$ cat config.mk
export PLATFORM = sky130hd
export DESIGN_NAME = store_write_buffer
export DESIGN_NICKNAME = d
export VERILOG_FILES = /design/src/rtl/store_pkg.sv /design/src/rtl/store_lane_align.sv /design/src/rtl/store_write_buffer.sv
export SDC_FILE = /design/constraint.sdc
export NUM_CORES = 1
export LEC_CHECK = 0
export ABC_AREA = 1
export CAP_MARGIN = 20
export CORE_MARGIN = 10
export CORE_UTILIZATION = 60
export CTS_BUF_LIST = sky130_fd_sc_hd__clkbuf_4
export DETAILED_ROUTE_END_ITERATION = 10
export PLACE_DENSITY = 0.85
export SYNTH_ARGS = -nofsm -noshare
export SYNTH_HDL_FRONTEND = slang
export SYNTH_HIERARCHICAL = 1
export SYNTH_SLANG_ARGS = --single-unit
$ cat constraint.sdc
create_clock -name clk -period 6.3 [get_ports clk]
set_clock_uncertainty 0.2 [all_clocks]
set_input_delay 1.26 -clock clk [delete_from_list [all_inputs] [get_ports clk]]
set_output_delay 1.26 -clock clk [all_outputs]
set_load 0.005 [all_outputs]
$ cat src/rtl/store_pkg.sv
`default_nettype none
// ============================================================================
//  Module      : store_pkg
//  Description : Shared definitions for the store write buffer: store size
//                encodings and the drain state machine state type.
//  Revision    : 1.0  initial release
// ============================================================================
package store_pkg;

    // Store size encodings as presented on st_size. 2'b11 is handled as a
    // word store wherever sizes are decoded.
    localparam logic [1:0] SZ_BYTE = 2'b00;
    localparam logic [1:0] SZ_HALF = 2'b01;
    localparam logic [1:0] SZ_WORD = 2'b10;

    // Drain state machine: IDLE waits for a queued entry, REQ holds a write
    // on the memory port until it is acknowledged.
    typedef enum logic [0:0] {
        IDLE = 1'b0,
        REQ  = 1'b1
    } drain_state_t;

endpackage
`default_nettype wire

$ cat src/rtl/store_lane_align.sv
`default_nettype none
// ============================================================================
//  Module      : store_lane_align
//  Description : Combinational byte-lane alignment of a store. Replicates the
//                right-justified store data across the lanes it may occupy
//                and produces the matching byte enables.
//  Ports       : addr_lo    - low two bits of the store byte address
//                size       - store size (byte / half / word, 11 = word)
//                data       - right-justified store data
//                wdata      - lane-aligned write data
//                be         - byte enables, bit i covers wdata[8i+7:8i]
//                misaligned - store violates natural alignment
//                             (only with STORE_MISALIGN_TRAP_EN)
//  Config      : STORE_MISALIGN_TRAP_EN adds the misaligned output.
//  Revision    : 1.0  initial release
// ============================================================================
module store_lane_align
    import store_pkg::*;
(
    input  logic [1:0]  addr_lo,
    input  logic [1:0]  size,
    input  logic [31:0] data,
    output logic [31:0] wdata,
    output logic [3:0]  be
`ifdef STORE_MISALIGN_TRAP_EN
    ,
    output logic        misaligned
`endif
);

    always_comb begin
        wdata = data;
        be    = 4'b1111;
        case (size)
            SZ_BYTE: begin
                wdata = {4{data[7:0]}};
                be    = 4'b0001 << addr_lo;
            end
            SZ_HALF: begin
                // Only addr_lo[1] selects the half; addr_lo[0] is ignored.
                wdata = {2{data[15:0]}};
                be    = addr_lo[1] ? 4'b1100 : 4'b0011;
            end
            default: begin
                // Word (and 11): data passes through to the aligned word.
                wdata = data;
                be    = 4'b1111;
            end
        endcase
    end

`ifdef STORE_MISALIGN_TRAP_EN
    // size[1] set covers both the word encoding and the 11 alias.
    assign misaligned = ((size == SZ_HALF) && addr_lo[0]) ||
                        (size[1] && (addr_lo != 2'b00));
`endif

endmodule
`default_nettype wire

$ cat src/rtl/store_write_buffer.sv
`default_nettype none
// ============================================================================
//  Module      : store_write_buffer
//  Description : Store-side write buffer. Accepts stores from the datapath,
//                aligns them onto byte lanes, queues them in a DEPTH-entry
//                FIFO and drains them to data memory over req/ack.
//  Ports       : clk, reset            - clock, synchronous active-high reset
//                st_valid/st_ready     - store request handshake
//                st_addr/st_data/st_size - store address, data, size
//                mem_req/mem_ack       - memory write handshake
//                mem_addr/mem_wdata/mem_be - word address, lane data, enables
//                empty                 - nothing queued or in flight
//                misalign_err          - pulse on a dropped misaligned store
//                                        (only with STORE_MISALIGN_TRAP_EN)
//  Config      : STORE_MISALIGN_TRAP_EN drops misaligned stores and reports
//                them on misalign_err; otherwise low address bits are ignored.
//  Revision    : 1.0  initial release
// ============================================================================
module store_write_buffer
    import store_pkg::*;
#(
    parameter int DEPTH = 4
) (
    input  logic        clk,
    input  logic        reset,
    input  logic        st_valid,
    output logic        st_ready,
    input  logic [31:0] st_addr,
    input  logic [31:0] st_data,
    input  logic [1:0]  st_size,
    output logic        mem_req,
    input  logic        mem_ack,
    output logic [31:0] mem_addr,
    output logic [31:0] mem_wdata,
    output logic [3:0]  mem_be,
    output logic        empty
`ifdef STORE_MISALIGN_TRAP_EN
    ,
    output logic        misalign_err
`endif
);

    localparam int                 c_ptr_w = $clog2(DEPTH);
    localparam int                 c_cnt_w = $clog2(DEPTH + 1);
    localparam logic [c_cnt_w-1:0] c_full  = c_cnt_w'(DEPTH);
    localparam logic [c_cnt_w-1:0] c_one   = c_cnt_w'(1);
    localparam logic [c_ptr_w-1:0] c_ptr_1 = c_ptr_w'(1);

    // FIFO storage: word address, lane data, byte enables.
    logic [29:0]        r_fifo_addr [DEPTH];
    logic [31:0]        r_fifo_data [DEPTH];
    logic [3:0]         r_fifo_be   [DEPTH];

    logic [c_cnt_w-1:0] r_count;
    logic [c_ptr_w-1:0] r_wr_ptr;
    logic [c_ptr_w-1:0] r_rd_ptr;
    drain_state_t       r_state;
    drain_state_t       w_state_next;

    logic [31:0]        w_al_wdata;
    logic [3:0]         w_al_be;
    logic               w_accept;
    logic               w_push;
    logic               w_pop;
    logic               w_load;
    logic               w_load_from_push;
    logic [c_ptr_w-1:0] w_load_idx;
    logic [29:0]        w_head_addr;
    logic [31:0]        w_head_data;
    logic [3:0]         w_head_be;

    assign st_ready = !reset && (r_count != c_full);
    assign w_accept = st_valid && st_ready;
    assign empty    = (r_count == '0);
    assign mem_req  = (r_state == REQ);

`ifdef STORE_MISALIGN_TRAP_EN
    logic w_misaligned;
    logic r_misalign_err;

    store_lane_align u_align (
        .addr_lo    (st_addr[1:0]),
        .size       (st_size),
        .data       (st_data),
        .wdata      (w_al_wdata),
        .be         (w_al_be),
        .misaligned (w_misaligned)
    );

    // Misaligned stores complete the handshake but never enter the FIFO.
    assign w_push       = w_accept && !w_misaligned;
    assign misalign_err = r_misalign_err;

    always_ff @(posedge clk) begin
        if (reset) begin
            r_misalign_err <= 1'b0;
        end else begin
            r_misalign_err <= w_accept && w_misaligned;
        end
    end
`else
    store_lane_align u_align (
        .addr_lo (st_addr[1:0]),
        .size    (st_size),
        .data    (st_data),
        .wdata   (w_al_wdata),
        .be      (w_al_be)
    );

    assign w_push = w_accept;
`endif

    // ------------------------------------------------------------------------
    // Drain FSM: next state and control.
    // ------------------------------------------------------------------------
    always_comb begin
        w_state_next     = r_state;
        w_pop            = 1'b0;
        w_load           = 1'b0;
        w_load_from_push = 1'b0;
        case (r_state)
            IDLE: begin
                if (r_count != '0) begin
                    w_load       = 1'b1;
                    w_state_next = REQ;
                end
            end
            REQ: begin
                if (mem_ack) begin
                    w_pop = 1'b1;
                    if ((r_count > c_one) || w_push) begin
                        // With only the acked entry queued, the next head is
                        // the store being pushed this very cycle.
                        w_load           = 1'b1;
                        w_load_from_push = (r_count == c_one);
                    end else begin
                        w_state_next = IDLE;
                    end
                end
            end
            default: w_state_next = IDLE;
        endcase
    end

    // In REQ the entry at r_rd_ptr is the one being retired, so the next
    // head sits one slot further on.
    assign w_load_idx = (r_state == REQ) ? (r_rd_ptr + c_ptr_1) : r_rd_ptr;

    always_comb begin
        if (w_load_from_push) begin
            w_head_addr = st_addr[31:2];
            w_head_data = w_al_wdata;
            w_head_be   = w_al_be;
        end else begin
            w_head_addr = r_fifo_addr[w_load_idx];
            w_head_data = r_fifo_data[w_load_idx];
            w_head_be   = r_fifo_be[w_load_idx];
        end
    end

    // ------------------------------------------------------------------------
    // State, pointers, count and memory-side output registers.
    // ------------------------------------------------------------------------
    always_ff @(posedge clk) begin
        if (reset) begin
            r_state   <= IDLE;
            r_count   <= '0;
            r_wr_ptr  <= '0;
            r_rd_ptr  <= '0;
            mem_addr  <= '0;
            mem_wdata <= '0;
            mem_be    <= '0;
        end else begin
            r_state <= w_state_next;
            if (w_push) begin
                r_wr_ptr <= r_wr_ptr + c_ptr_1;
            end
            if (w_pop) begin
                r_rd_ptr <= r_rd_ptr + c_ptr_1;
            end
            case ({w_push, w_pop})
                2'b10:   r_count <= r_count + c_one;
                2'b01:   r_count <= r_count - c_one;
                default: r_count <= r_count;
            endcase
            if (w_load) begin
                mem_addr  <= {w_head_addr, 2'b00};
                mem_wdata <= w_head_data;
                mem_be    <= w_head_be;
            end
        end
    end

    // FIFO payload needs no reset; count and pointers define validity.
    always_ff @(posedge clk) begin
        if (w_push) begin
            r_fifo_addr[r_wr_ptr] <= st_addr[31:2];
            r_fifo_data[r_wr_ptr] <= w_al_wdata;
            r_fifo_be[r_wr_ptr]   <= w_al_be;
        end
    end

endmodule
`default_nettype wire

==> flow_summary.json, run 1 <==
{
  "ir_drop_uv": 195.6,
  "min_from": "mem_addr[6]$_SDFFE_PP0P_",
  "ff2ff_setup_slack_ns": 2.38,
  "crit_family": "buffers and inverters",
  "holdPathStages": 2,
  "insertion_delay_ns": 0.70,
  "wirelength_um": 37450,
  "cpMaxStageDelayCell": "buf_4",
  "pin_count": 141,
  "multi_input_area_um2": 4788,
  "post-route-period-util": 0.7309,
  "postLayoutCellArea_um2": 18070,
  "endpoint_kind": "output pin",
  "dp_hpwl_um": 21780,
  "synth_top_cell_by_area": "edfxtp_1",
  "finalSetupTns_ns": 0,
  "cts_setup_buffers": 0,
  "avgViaCountPerCell": 5.278,
  "die_x_um": 180.6,
  "power_frac_comb": 0.265,
  "status": "completed",
  "finalSetupViolations": 0,
  "initialDrtViolationCount": 1207,
  "grt_max_degree": 95,
  "syn_area_um2": 15480,
  "cp.arrival_ns": 3.14,
  "fillers": 1854,
  "layout-drive-gt1-share": 0.1033,
  "holdWs_ns": 0.3251,
  "synth.distinct_cells": 25,
  "place_congestion": 0.8161,
  "fin_ws_ns": 1.695,
  "cts.sinks": 338,
  "numCtsBuffers": 85,
  "power.leakage_nw": 8.154,
  "htreeDepth": 3,
  "synth_area_leaders": "edfxtp_1 (51%), nand2_1 (17%), dfxtp_1 (9.6%)",
  "required_ns": 4.84,
  "power.density_nw_per_um2": 341.5,
  "initial_core_util": 0.6130,
  "relSlewSlack": 0.2458,
  "p_seq_frac": 0.436,
  "clockRootBuffer": "clkbuf_4",
  "worst_r2r_startpoint": "r_count[0]$_SDFFE_PP0P_",
  "vias": 12171,
  "p_total_mw": 6.170,
  "hold_buffers": 0,
  "yosysTopAreaCellShare": 0.5121,
  "period_minus_slack_ns": 4.605,
  "final_nets": 1986,
  "drt_pass1_iterations": 6,
  "grtUsageTotal": 0.2216,
  "ff2ff_path_depth": 11,
  "drtAntennaViolNets": 0,
  "tightest_slew_ns": 1.131,
  "hold_class": "reg -> reg",
  "cp_cell_sequence": "clkdlybuf4s50_1 -> inv_2 -> buf_4 -> nand2_1 -> inv_1 -> clkdlybuf4s50_1",
  "gr-total-overflow": 0,
  "area_delta_synth_final_pct": 16.72,
  "ys_seq_elements": 338,
  "wl_per_cell_um": 16.24,
  "synth_ff_type": "edfxtp_1",
  "portBuffers": 138,
  "die_h_um": 180.6,
  "worstPathMaxFanout": 74,
  "tritoncts": "done",
  "max-cap-violations": 0,
  "yosysWarnings": 6,
  "placed_area_um2": 16970,
  "rows": 58,
  "path_class": "in -> out",
  "syn_area_per_cell_um2": 8.751,
  "r2r-end": "mem_addr[5]$_SDFFE_PP0P_",
  "fmax_ghz": 0.2172,
  "worstHoldEndpoint": "mem_addr[6]$_SDFFE_PP0P_",
  "syn_inst": 1769,
  "critPathMostFrequentCell": "clkdlybuf4s50_1",
  "clockBufferDepth": 3,
  "post-route-drc-count": 0,
  "grt_pass1_vias": 11868,
  "p_sw_mw": 1.966,
  "final_util": 0.7155,
  "synth-seq-area-share": 0.6078,
  "regArea_um2": 9409,
  "core_area_um2": 25250,
  "report.final.hold_viol_count": 0,
  "path_buf_inv": 5,
  "critPathLaunchType": "input port",
  "p_int_mw": 4.204,
  "ys_async_sr_fraction": 0,
  "pre_cts_slack_ns": 1.473,
  "synth_commonest_cells": "nand2_1 (701), edfxtp_1 (264), inv_1 (209)",
  "critPathMaxStageDelay_ns": 0.63,
  "clk_pin_slew_worst_paths_ns": 0.06,
  "rsz0062_at_grt": "no",
  "final_max_slew_viol_count": 0,
  "pwr-share-clk": 0.298,
  "synth.most_common_cell": "nand2_1",
  "dp.cells": 2150,
  "dieArea_um2": 32630,
  "p_sw_frac": 0.3186,
  "cts_resized": 0,
  "grt_pass1_wl_um": 59770,
  "synth_edf_count": 264,
  "antenna_found_initial": 1,
  "fin_cells": 2306
}
[cells by family (layout without fill, tap and decap cells)]
kind of cell | Yosys count | after routing | share of synthesized area
adder cells (fa/ha/maj) | 9 | 9 | 0.007274
flip-flops | 338 | 338 | 0.6078
XOR/XNOR | 1 | 1 | 0.0005659
other | 1 | 3 | 0.0002422
AND/OR/NAND/NOR | 1005 | 1005 | 0.2663
buffers and inverters | 320 | 525 | 0.08688
AO/OA/AOI/OAI | 95 | 95 | 0.03095
[power groups by stage]
stage | clock, mW | sequential, mW | combinational [mW]
finish | 1.84 | 2.69 | 1.64
global route | 1.99 | 2.71 | 1.84
CTS | 1.88 | 2.69 | 1.64
detailed placement | 0 | 2.74 | 1.63
global placement | 0 | 2.73 | 1.57
floorplan | 0 | 2.73 | 0.995
[sequential cells by signal (all words and copies together), names as in the netlist]
register     flops
mem_addr        30
mem_be           4
mem_req          1
mem_wdata       32
r_count          3
r_fifo_addr    120
r_fifo_be       16
r_fifo_data    128
r_rd_ptr         2
r_wr_ptr         2
[per-layer routing]
metal	share of wire	GRT usage	vias to the layer above
li1	-	-	5868
met1	0.40	0.2698	5664
met2	0.49	0.3783	568
met3	0.088	0.04478	71
met4	0.021	0.08629	0
met5	0	0	-
[placed cells by master, fill, tap and decap left out, drive strengths merged, types with 22 or more instances in the layout]
cell type / count
a21oi: 26
clkbuf: 127
clkdlybuf4s50: 138
clkinv: 22
dfxtp: 74
edfxtp: 264
inv: 216
nand2: 701
nand3: 115
nor2: 151
o21ai: 68
[layout make-up]
class | instances | area share
multi-input cells | 1112 | 0.2650
clock inverters | 28 | 0.008101
well taps | 330 | 0.02285
repair buffers | 156 | 0.08600
flip-flops and latches | 338 | 0.5207
clock buffers | 127 | 0.05276
inverters | 214 | 0.04445
diodes | 1 | 0.0001385
[worst max path at each step]
stage | startpoint | slack, ns | to | cells after the start
6_report | reset | 1.70 | st_ready | 6
5_1_grt | reset | 1.56 | st_ready | 6
4_1_cts | reset | 1.69 | st_ready | 6
3_5_place_dp | reset | 1.47 | mem_addr[5]$_SDFFE_PP0P_ | 9
3_3_place_gp | reset | 1.67 | mem_addr[16]$_SDFFE_PP0P_ | 9
2_1_floorplan | reset | 1.26 | r_fifo_addr[0][0]$_DFFE_PP_ | 4
[worst register-to-register path, delay by kind of cell (launching register included)]
family	cells	cell delay, ns
adder cells (fa/ha/maj)	1	0.22
buffers and inverters	2	0.58
flip-flops	1	0.38
AND/OR/NAND/NOR	8	2.41
(Power assumes the default switching activity.)
==> run 2: changes to the inputs <==
CORE_UTILIZATION = 54   (was 60)
PLACE_DENSITY = 0.81   (was 0.85)
clock period = 3.9 ns   (was 6.3 ns; I/O delays follow)
==> flow_summary.json, run 2 (synthesized netlist as in run 1, its figures left out) <==
{
  "top_regs": "r_fifo_data x128, r_fifo_addr x120, mem_wdata x32",
  "p_int_mw": 7.159,
  "wl_per_cell_um": 16.28,
  "hold_buffers": 0,
  "ff2ff_setup_slack_ns": 1.30,
  "largest_reg_flops": 128,
  "p_total_mw": 10.38,
  "place_congestion": 0.8146,
  "fin_cells": 2372,
  "max-cap-violations": 0,
  "tritoncts": "done",
  "antenna_found_initial": 1,
  "cts_resized": 0,
  "dieArea_um2": 35840,
  "wirelength_um": 38620,
  "pin_count": 141,
  "insertion_delay_ns": 0.73,
  "hold_class": "reg -> reg",
  "dp.cells": 2210,
  "status": "completed",
  "crit_family": "buffers and inverters",
  "r2r-end": "mem_be[1]$_SDFFE_PP0P_",
  "clk_pin_slew_worst_paths_ns": 0.06,
  "gr-total-overflow": 0,
  "p_seq_frac": 0.421,
  "min_from": "mem_wdata[6]$_SDFFE_PP0P_",
  "power.density_nw_per_um2": 563.4,
  "grt_pass1_vias": 11824,
  "relSlewSlack": 0.2643,
  "path_class": "reg -> out",
  "ff2ff_path_depth": 13,
  "grt_pass1_wl_um": 60930,
  "pwr-share-clk": 0.321,
  "avgViaCountPerCell": 5.156,
  "cts.sinks": 338,
  "clockRootBuffer": "clkbuf_4",
  "fmax_ghz": 0.3243,
  "vias": 12231,
  "grt_max_degree": 95,
  "holdWs_ns": 0.3351,
  "numCtsBuffers": 86,
  "required_ns": 2.92,
  "critPathMaxStageDelay_ns": 0.55,
  "area_delta_synth_final_pct": 19.03,
  "cp.arrival_ns": 2.10,
  "p_sw_frac": 0.3104,
  "grtUsageTotal": 0.2100,
  "die_h_um": 189.3,
  "drt_pass1_iterations": 5,
  "portBuffers": 138,
  "holdPathStages": 2,
  "worstPathMaxFanout": 4,
  "p_sw_mw": 3.223,
  "layout_common_cells": "nand2_1 (696), edfxtp_1 (264), inv_1 (208)",
  "die_x_um": 189.3,
  "power.leakage_nw": 8.313,
  "initial_core_util": 0.5527,
  "worst_r2r_startpoint": "r_count[0]$_SDFFE_PP0P_",
  "layout-drive-gt1-share": 0.1144,
  "cpMaxStageDelayCell": "clkdlybuf4s50_1",
  "tightest_slew_ns": 1.104,
  "power_frac_comb": 0.259,
  "worstHoldEndpoint": "mem_wdata[6]$_SDFFE_PP0P_",
  "post-route-period-util": 0.7905,
  "ir_drop_uv": 348.1,
  "regMostFlops": "r_fifo_data",
  "report.final.hold_viol_count": 0,
  "critPathLaunchType": "register",
  "path_buf_inv": 3,
  "final_max_slew_viol_count": 0,
  "cp_cell_sequence": "inv_1 -> ha_1 -> inv_1 -> nor2_1 -> clkdlybuf4s50_1",
  "htreeDepth": 3,
  "rows": 61,
  "clockBufferDepth": 3,
  "cts_setup_buffers": 0,
  "endpoint_kind": "output pin",
  "drtAntennaViolNets": 0,
  "post-route-drc-count": 0,
  "core_area_um2": 28010,
  "rsz0062_at_grt": "no",
  "fin_ws_ns": 0.8169,
  "final_nets": 1999,
  "finalSetupViolations": 0,
  "critPathMostFrequentCell": "inv_1",
  "pre_cts_slack_ns": 0.7598,
  "period_minus_slack_ns": 3.083,
  "dp_hpwl_um": 22670,
  "finalSetupTns_ns": 0,
  "initialDrtViolationCount": 1100,
  "final_common_cell": "nand2_1"
}
## run 2: cell types whose count changed in the layout (fill, tap and decap cells not counted), sizes merged
| cell | change |
|---|---|
| buf | +12 |
| bufinv | +3 |
| clkbuf | +14 |
| clkinv | -8 |
| clkinvlp | -2 |
| inv | -1 |
## run 2: worst max-delay path by stage
| stage | from | endpoint | slack (ns) | cells past startpoint |
|---|---|---|---|---|
| final | r_count[1]$_SDFFE_PP0P_ | empty | 0.82 | 5 |
| after global routing | r_count[0]$_SDFFE_PP0P_ | st_ready | 0.68 | 6 |
| after CTS | r_count[0]$_SDFFE_PP0P_ | st_ready | 0.78 | 6 |
| after detailed placement | reset | mem_addr[24]$_SDFFE_PP0P_ | 0.76 | 10 |
| after global placement | reset | mem_addr[16]$_SDFFE_PP0P_ | 0.89 | 11 |
| after floorplan | reset | r_fifo_addr[0][0]$_DFFE_PP_ | -0.66 | 4 |
## run 2: layer usage
metal  GRT usage  vias to the layer above  share of wire
met4     0.09096                        0          0.027
met5           0                        -              0
li1            -                     5910              -
met3     0.04465                       91          0.085
met1      0.2579                     5679           0.40
met2      0.3514                      551           0.48
## run 2: layout make-up
class,count,area [µm²]
Tap cell,378,473.0
Inverter,214,803.3
Multi-Input combinational cell,1112,4788
Timing Repair Buffer,168,1707
Fill cell,2169,9584
Sequential cell,338,9409
Antenna cell,1,2.502
Clock inverter,20,185.2
Clock buffer,141,1059
## run 2: stage by stage
stage,util,cell area (µm²)
finish,0.6578,18430
CTS,0.6577,18420
floorplan,-,15480
detailed placement,0.6133,17180
global route,0.6578,18430
global placement,0.6133,17180
## run 2: worst min-delay path, delay by kind of cell (launching register included)
kind,cells,cell delay [ns]
flops,1,0.32
compound gates,1,0.09
simple gates,1,0.09
## run 2: power groups by stage
stage               clock [mW]  combinational, mW  sequential, mW
detailed placement           0               2.67            4.44
floorplan                    0               1.61            4.41
CTS                       3.39               2.70            4.37
global placement             0               2.59            4.43
finish                    3.33               2.68            4.37
global route              3.59               2.99            4.39
==> run 3: changes to the inputs <==
clock period = 2.7 ns   (was 3.9 ns; I/O delays follow)
==> flow_summary.json, run 3 (synthesized netlist as in run 1, its figures left out) <==
{
  "cts_setup_buffers": 0,
  "cp_cell_sequence": "inv_1 -> ha_1 -> nand2_1 -> nand2_2 -> inv_1 -> dlygate4sd2_1",
  "wirelength_um": 37310,
  "layout_common_cells": "nand2_1 (695), edfxtp_1 (264), inv_1 (207)",
  "power.density_nw_per_um2": 783.3,
  "largest_reg_flops": 128,
  "p_total_mw": 14.49,
  "clk_pin_slew_worst_paths_ns": 0.07,
  "regMostFlops": "r_fifo_data",
  "grt_max_degree": 67,
  "critPathMaxStageDelay_ns": 0.35,
  "path_buf_inv": 3,
  "dp_hpwl_um": 23550,
  "endpoint_kind": "output pin",
  "antenna_found_initial": 2,
  "path_class": "reg -> out",
  "power.leakage_nw": 8.332,
  "wl_per_cell_um": 15.65,
  "grtUsageTotal": 0.2078,
  "critPathLaunchType": "register",
  "tritoncts": "done",
  "layout-drive-gt1-share": 0.1172,
  "rows": 61,
  "avgViaCountPerCell": 5.050,
  "final_nets": 2016,
  "vias": 12045,
  "final_util": 0.6602,
  "clockBufferDepth": 3,
  "dieArea_um2": 35840,
  "insertion_delay_ns": 0.70,
  "period_minus_slack_ns": 2.549,
  "clockRootBuffer": "clkbuf_4",
  "relSlewSlack": 0.6157,
  "portBuffers": 138,
  "rsz0062_at_grt": "no",
  "final_common_cell": "nand2_1",
  "worstPathMaxFanout": 4,
  "grt_pass1_wl_um": 60620,
  "pre_cts_slack_ns": 0.01652,
  "place_congestion": 0.8650,
  "die_h_um": 189.3,
  "max-cap-violations": 0,
  "gr-total-overflow": 0,
  "area_delta_synth_final_pct": 19.45,
  "hold_buffers": 0,
  "required_ns": 1.96,
  "grt_pass1_vias": 12134,
  "regArea_um2": 9410,
  "post-route-period-util": 0.9442,
  "multi_input_area_um2": 4793,
  "top_regs": "r_fifo_data x128, r_fifo_addr x120, mem_wdata x32",
  "report.final.hold_viol_count": 0,
  "crit_family": "buffers and inverters",
  "cpMaxStageDelayCell": "dfxtp_2",
  "critPathMostFrequentCell": "inv_1",
  "htreeDepth": 3,
  "pin_count": 141,
  "numCtsBuffers": 83,
  "core_area_um2": 28010,
  "initial_core_util": 0.5527,
  "cp.arrival_ns": 1.81,
  "ir_drop_uv": 301.2,
  "postLayoutCellArea_um2": 18490,
  "fillers": 2195,
  "finalSetupViolations": 0,
  "post-route-drc-count": 0,
  "cts.sinks": 338,
  "holdWs_ns": 0.2857,
  "fmax_ghz": 0.3922,
  "hold_class": "in -> reg",
  "final_max_slew_viol_count": 0,
  "tightest_slew_ns": 0.5744,
  "status": "completed",
  "die_x_um": 189.3,
  "placed_area_um2": 17410,
  "drtAntennaViolNets": 0,
  "initialDrtViolationCount": 911,
  "fin_ws_ns": 0.1505,
  "drt_pass1_iterations": 5
}
-- run 3: changes by cell type in the layout (fill, tap and decap cells not counted), sizes merged --
cell | previous run | this run
clkdlybuf4s50 | 138 | 136
buf | 30 | 50
clkinv | 14 | 26
diode | 1 | 2
clkinvlp | 1 | 3
dlygate4sd2 | 0 | 2
bufinv | 4 | 1
clkbuf | 141 | 122
-- run 3: per-layer routing --
metal / wire length (µm) / share of wire / track usage
met1: 15490 / 0.42 / 0.2509
met2: 18200 / 0.49 / 0.3562
met3: 2881 / 0.077 / 0.04520
met4: 743 / 0.020 / 0.07998
met5: 0 / 0 / 0
-- run 3: layout make-up --
| class | instances | share of cell area |
|---|---|---|
| diodes | 2 | 0.0002706 |
| clock buffers | 122 | 0.04953 |
| clock inverters | 31 | 0.008796 |
| inverters | 214 | 0.04344 |
| multi-input cells | 1112 | 0.2592 |
| flip-flops and latches | 338 | 0.5089 |
| well taps | 378 | 0.02558 |
| repair buffers | 188 | 0.1043 |
-- run 3: path summary, 6_finish.rpt --
check	cells after the start	from	endpoint	slack, ns
worst max-delay path	6	r_count[0]$_SDFFE_PP0P_	st_ready	0.15
worst min-delay path	1	st_addr[19]	r_fifo_addr[3][17]$_DFFE_PP_	0.29
worst max register to register	12	r_count[0]$_SDFFE_PP0P_	mem_wdata[15]$_SDFFE_PP0P_	0.46
worst min register to register	2	mem_addr[3]$_SDFFE_PP0P_	mem_addr[3]$_SDFFE_PP0P_	0.33
-- run 3: repair_timing --
item / 4_1_cts / 5_1_grt
endpoints found under the hold margin: 0 / 0
setup endpoints to repair: 2 / 0
gates resized for setup: 6 / 0
-- run 3: where the power goes --
group          switching [mW]  total [mW]  internal (mW)
registers               0.233        6.29           6.06
logic                    2.34        3.98           1.64
clock network            2.03        4.22           2.19
total                    4.60        14.5           9.88
-- run 3: through the flow --
step,TNS (ns),instances
2_1_floorplan,-157.37,1770
3_3_place_gp,0,2230
3_5_place_dp,0,2230
4_1_cts,0,2383
5_1_grt,0,2385
6_report,0,2385
-- run 3: worst reg2reg max path, stage by stage (launching register included) --
cell and delay, ns:
dfxtp_2 0.35, inv_1 0.09, ha_1 0.22, nand2_1 0.10
nand3_1 0.10, buf_4 0.21, nand3_1 0.12, nand2_1 0.11
nand2_4 0.18, buf_12 0.20, nand2_1 0.09, nor2_1 0.13
nor2_1 0.05
